File: src/rtl/ram_port_arbiter.sv
// Two-requester round-robin arbiter for a single-port sync-read RAM, with
// locked bursts capped at MAX_LOCK beats and registered read-valid routing.
module ram_port_arbiter #(
  parameter int AWIDTH   = 3,
  parameter int DWIDTH   = 32,
  parameter int MAX_LOCK = 4
) (
  input  logic              clock,
  input  logic              reset_n,
  input  logic              req0,
  input  logic              req1,
  input  logic              we0,
  input  logic              we1,
  input  logic              lock0,
  input  logic              lock1,
  input  logic [AWIDTH-1:0] addr0,
  input  logic [AWIDTH-1:0] addr1,
  input  logic [DWIDTH-1:0] wdata0,
  input  logic [DWIDTH-1:0] wdata1,
  output logic              gnt0,
  output logic              gnt1,
  output logic              rvalid0,
  output logic              rvalid1,
  output logic [DWIDTH-1:0] rdata,
  output logic [AWIDTH-1:0] ram_addr,
  output logic [DWIDTH-1:0] ram_din,
  output logic              ram_we,
  input  logic [DWIDTH-1:0] ram_dout
);

  localparam int CW = (MAX_LOCK < 2) ? 1 : $clog2(MAX_LOCK + 1);

  typedef enum logic [1:0] {ARB, LOCK0, LOCK1} state_e;

  state_e          state_q, state_d;
  logic            rr_ptr_q, rr_ptr_d;
  logic [CW-1:0]   lock_cnt_q, lock_cnt_d;
  logic [1:0]      rvalid_q, rvalid_d;

  logic [1:0]      req, we, lock, gnt, acc;
  logic            own;

  assign req  = {req1, req0};
  assign we   = {we1, we0};
  assign lock = {lock1, lock0};

  // Grant selection: round-robin in ARB, exclusive to the owner while locked.
  always_comb begin
    gnt = '0;
    unique case (state_q)
      ARB: begin
        if (req[0] && req[1]) gnt[rr_ptr_q] = 1'b1;
        else                  gnt = req;
      end
      LOCK0:   gnt[0] = req[0];
      LOCK1:   gnt[1] = req[1];
      default: gnt = '0;
    endcase
  end

  assign acc  = req & gnt;
  assign gnt0 = gnt[0];
  assign gnt1 = gnt[1];

  always_comb begin
    ram_addr = '0;
    ram_din  = '0;
    ram_we   = 1'b0;
    if (gnt[1]) begin
      ram_addr = addr1;
      ram_din  = wdata1;
      ram_we   = we1;
    end else if (gnt[0]) begin
      ram_addr = addr0;
      ram_din  = wdata0;
      ram_we   = we0;
    end
  end

  always_comb begin
    state_d    = state_q;
    rr_ptr_d   = rr_ptr_q;
    lock_cnt_d = lock_cnt_q;
    own        = 1'b0;
    unique case (state_q)
      ARB: begin
        lock_cnt_d = '0;
        if (acc != 2'b00) begin
          own      = acc[1];
          rr_ptr_d = ~own;
          // A cap of one beat makes every burst a single access.
          if (lock[own] && (MAX_LOCK > 1)) begin
            state_d    = own ? LOCK1 : LOCK0;
            lock_cnt_d = CW'(1);
          end
        end
      end
      LOCK0, LOCK1: begin
        own = (state_q == LOCK1);
        if (!req[own]) begin
          state_d    = ARB;
          lock_cnt_d = '0;
        end else begin
          rr_ptr_d = ~own;
          if (lock[own] && ((lock_cnt_q + CW'(1)) < CW'(MAX_LOCK))) begin
            lock_cnt_d = lock_cnt_q + CW'(1);
          end else begin
            state_d    = ARB;
            lock_cnt_d = '0;
          end
        end
      end
      default: begin
        state_d    = ARB;
        lock_cnt_d = '0;
      end
    endcase
  end

  // Read data comes straight from the RAM; only the valid needs a flop.
  assign rvalid_d = acc & ~we;
  assign rvalid0  = rvalid_q[0];
  assign rvalid1  = rvalid_q[1];
  assign rdata    = ram_dout;

  always_ff @(posedge clock or negedge reset_n) begin
    if (!reset_n) begin
      state_q    <= ARB;
      rr_ptr_q   <= 1'b0;
      lock_cnt_q <= '0;
      rvalid_q   <= '0;
    end else begin
      state_q    <= state_d;
      rr_ptr_q   <= rr_ptr_d;
      lock_cnt_q <= lock_cnt_d;
      rvalid_q   <= rvalid_d;
    end
  end

endmodule

File: config.mk
export PLATFORM = sky130hd
export DESIGN_NAME = ram_port_arbiter
export DESIGN_NICKNAME = d
export VERILOG_FILES = /design/src/rtl/ram_port_arbiter.sv
export SDC_FILE = /design/constraint.sdc
export NUM_CORES = 1
export LEC_CHECK = 0
export ABC_AREA = 0
export CAP_MARGIN = 20
export CORE_MARGIN = 2
export CORE_UTILIZATION = 27
export CTS_BUF_LIST = sky130_fd_sc_hd__clkbuf_16
export DETAILED_ROUTE_END_ITERATION = 6
export PLACE_DENSITY = 0.85
export RECOVER_POWER = 25
export SLEW_MARGIN = 5
export SYNTH_ARGS = -nofsm -noshare
export SYNTH_HDL_FRONTEND = slang
export SYNTH_SLANG_ARGS = --single-unit
File: constraint.sdc
create_clock -name clock -period 4.92 [get_ports clock]
set_input_delay 0.984 -clock clock [delete_from_list [all_inputs] [get_ports clock]]
set_output_delay 0.984 -clock clock [all_outputs]
set_load 0.02 [all_outputs]
# --- Yosys cells after proc, flatten, opt, wreduce, memory -nomap -nowiden ---
# Index checks and enable logic that the tools add are counted.
# Widths: inputs -> output; s select.
word_totals:
  output_inout_bits: 72
  register_bits: 8
  wordCells: 61
op_classes:
  eq_ne: 6
  bitwise_logic: 5
  magnitude_cmp: 5
  n_reduce_logical: 9
  muxes: 31
  n_addsub: 1
op_table:
  columns: ["op", "n"]
  rows:
  - ["$mux 32", 2]
  - ["$mux 1", 13]
  - ["$mux 2", 6]
  - ["$mux 3", 4]
  - ["$lt 1x2->1 const B", 3]
  - ["$ne 2x2->1 const B", 3]
  - ["$pmux 1 s2", 3]
  - ["$pmux 3 s2", 1]
  - ["$reduce_and 3->1", 2]
  - ["$and 2x2->2", 2]
  - ["$pmux 2 s2", 1]
  - ["$reduce_bool 2->1", 2]
  - ["$add 3x1->3 const B", 1]
  - ["$logic_and 1x1->1", 3]
  - ["$lt 3x3->1 const B", 1]
  - ["$ne 3x3->1 const B", 1]
  - ["$eq 2x1->1 const B", 1]
  - ["$eq 2x2->1 const B", 1]
  - ["$logic_not 2->1", 1]
  - ["$not 1->1", 2]
  - ["$not 2->2", 1]
  - ["$reduce_or 2->1", 1]
  - ["$demux 1 s1", 1]
  - ["$ge 1x1->1 const B", 1]

# --- Longest topological paths before layout ---
depth:
  depth_word: 12
  depth_mapped: 9

# --- Least setup slack after synthesis ---
# No wires, ideal clock.
synth_path:
  kind: "input to output"
  start: "input req0"
  end: "output ram_din[10]"
  arrival_time_ps: 2139
  path_slack_ps: 1797
  path_buffers: 2
  required_time_ps: 3936
  cell_stages: 6
  path_cell_list: "nor3b_2 or2_4 buf_6 buf_6 nand2_1 o21ai_0"
synth_between:
  elab_chain_cells: 5
synth_rtl:
  columns: ["element", "line", "text"]
  rows:
  - ["start, declared", "10", "input logic req0,"]
  - ["$logic_and 1x1->1", "52", "if (req[0] && req[1]) gnt[rr_ptr_q] = 1'b1;"]
  - ["$mux 2", "52", null]
  - ["$pmux 1 s2", "50", "unique case (state_q)"]
  - ["$mux 32", "73", "end else if (gnt[0]) begin"]
  - ["$mux 32 *", "69", "if (gnt[1]) begin"]
  - ["end, declared", "26", "output logic [DWIDTH-1:0] ram_din,"]
# Mark *: on every way between the ends. The rest lies on a longest branch, timed or not.

# --- Final worst setup path ---
layout_path:
  start: "input req1"
  end: "output ram_din[26]"
layout_between:
  elab_chain_cells: 5
layout_rtl:
  columns: ["element", "line", "text"]
  rows:
  - ["start, declared", "11", "input logic req1,"]
  - ["$logic_and 1x1->1", "52", null]
  - ["$mux 2", "52", null]
  - ["$pmux 1 s2", "50", null]
  - ["$mux 32", "73", null]
  - ["$mux 32 *", "69", null]
# Marked as above.

==> results.md <==
- Post-Syn Instances: 207
- Worst Path Arrival: 3.46 ns
- # DRC: 0
- Share of layout cells above drive strength 1: 4.55%
- R2R Setup Slk: 2.48 ns
- PwrDens: 445 nW/um2
- Clock latency on the worst-skew pair: 0.23 ns
- Synthesized Nets: 323
- Vias: 1599
- Post-route cell area: 2350 um2
- Worst vdd ir: 0.000314 V
- Final setup skew: 0.00230 ns
- Top Ports: 182
- Hold WC Path Type: flop to flop
- Post-DP HPWL: 3620 um
- Worst path cell trace: clkdlybuf4s50_1, o21ai_0, or2_4, inv_2, nand2_1, o21ai_0, clkdlybuf4s50_1
- Placeable Area: 4720 um2
- Syn. warnings: 0
- Hold Vio Cnt, Final: 0
- Grt total ovfl: 0
- Final period utilization: 90.3%
- Hold_buf cts: 0
- Layout Utilization: 49.8%
- Final Max Tran Viols: 0
- DR WL/cell: 12.9 um
- First-pass GRT wire length: 6600 um
- Syn-to-layout area delta: 77.1%
- CP Data Required Time: 3.94 ns
- PostCTS Resize Cnt: 0
- Post-synthesis cell type count: 37
- Crit Reg-Reg Endpoint: rr_ptr_q
- Die ar.: 5490 um2
- Slew @ Worst Pin: 0.685 ns
- Initial antenna violation count: 0
- Crit start category: primary input
- Worst R2R Start: state_q[0]
- Number of global-route vias before repair: 1455
- Pin count of the biggest net entering global routing: 42
- TritonCTS clock tree: built
- Synth async-reset ratio: 100%
- Die width: 74.1 um
- Register-to-Register Path Depth: 7
- IO buf count: 117
- N_diodes: 0
- DRT iter0 DRCs: 17
- Clk buf depth: 2
- Std-Cell Rows: 25
- Worst Hold Depth: 1
- GRT Util Overall: 15.2%
- CP peak stage delay: 0.64 ns
- Tmin final: 4.44 ns
- CTS Sinks: 8
- Commonest non-fill, non-tap cells in the layout: clkdlybuf4s50_1 (116), nand2_1 (76), o21ai_0 (27)
- Mapped cell area: 1330 um2
- Maxcap violations: 0
- Peak fanout along the critical path: 41
- Rel. slew slack: 54.3%
- GPL Wtd Cong: 0.772
- Clock root cell: clkbuf_16
- Most common cell after layout, fill and taps aside: clkdlybuf4s50_1
- Drt total wl: 4540 um
- H-Tree Level Count: 1
- Die H: 74.1 um
- Crit. End Element: primary output
- Initial Util: 28.1%
- Design Power: 1050 uW
- Most used DFF post-synth: dfrtp_1
- Hold Path End: lock_cnt_q[0]
- Pre-antenna DRT Iters: 4
- Syn avg cell area: 6.41 um2
- TritonCTS Buffers: 3
- Flops & latches, synth: 8
- Achievable Freq: 225 MHz
- CP max-delay cell: clkdlybuf4s50_1
- Setup TNS: 0 ns
- ANT nets after route: 0
- Pleak: 0.000985 uW
- Status: finished, final reports clean
- Sequential fraction of the synthesis area: 15.1%
- Unrepaired setup endpoints after global routing: no
- Min Hold Slack: 0.486 ns
- CTS clock-pin slew for the worst setup and hold paths: 0.04 ns
- CP Class: primary input to primary output
- Post-CTS Setup Inserts: 0
- Fillcell total: 463
- Hold path startpoint: lock_cnt_q[0]
- Cell Area, Placed: 2280 um2
- Final setup viols: 0
- Nets@finish: 404
- EDFF count, synth: 0
- Vias per Instance: 4.53
==> cell families (layout without fill, tap and decap cells) <==
kind of cell               count (synthesis)  in the layout  synth area share (%)
and+or+nand+nor                           87             87                  27.2
AOI/OAI and AO/OA                         54             54                  24.6
buffers and inverters                     50            129                  26.5
DFF                                        8              8                  15.1
adders and majority gates                  6              6                  5.65
other                                      1              1                 0.282
xor gates and xnor gates                   1              1                 0.660
==> critical path, delay by kind of cell <==
| kind | cells | cell delay (ns) |
|---|---|---|
| compound gates | 2 | 0.28 |
| buf+inv | 3 | 1.74 |
| simple gates | 2 | 0.44 |
==> area by class of cell <==
cell class                      count  area [um2]  area share [%]
Timing Repair Buffer              120        1190            50.8
Clock buffer                        3        75.1            3.19
Inverter                            6        22.5           0.958
Multi-Input combinational cell    149         776            33.0
Sequential cell                     8         200            8.52
Tap cell                           67        83.8            3.57
==> stage by stage <==
step           instances  setup WS (ns)
2_1_floorplan        207           1.80
3_3_place_gp         350          0.524
3_5_place_dp         350          0.475
4_1_cts              353          0.465
5_1_grt              353          0.275
6_report             353          0.479
==> synthesized netlist by cell type, drive strengths merged (2+ instances only) <==
cell / count / area [um2]
and3b: 2 / 17.5
clkbuf: 2 / 8.75
o21ai: 39 / 195
nand2: 76 / 285
nor3b: 2 / 20.0
buf: 42 / 320
nor2: 2 / 7.51
a31o: 2 / 17.5
inv: 6 / 22.5
dfrtp: 8 / 200
o221a: 2 / 22.5
ha: 6 / 75.1
==> registers in the layout, indices dropped and copies added, names as in the netlist <==
register    count
lock_cnt_q      3
rr_ptr_q        1
state_q         2
rvalid_q        2
==> layer usage <==
layer	share of wire, %	GRT usage (%)	routed length [um]
met5	0	0	0
met4	2.8	7.27	126
met3	7.1	2.30	321
met2	51	27.4	2300
met1	40	17.4	1800
==> how the worst max path moves through the flow <==
stage | cells past startpoint | to | slack [ns] | startpoint
3_5_place_dp | 7 | ram_din[0] | 0.48 | req1
5_1_grt | 7 | ram_din[22] | 0.27 | req1
2_1_floorplan | 6 | ram_din[10] | 1.80 | req0
4_1_cts | 7 | ram_addr[2] | 0.47 | req1
3_3_place_gp | 7 | ram_addr[2] | 0.52 | req1
6_report | 7 | ram_din[26] | 0.48 | req1
==> report_power, final <==
group          switching (uW)  internal (uW)
clock                    29.3            105
combinational             437            379
sequential               12.3           84.4
Note: power is estimated with default switching activity, not from simulation.
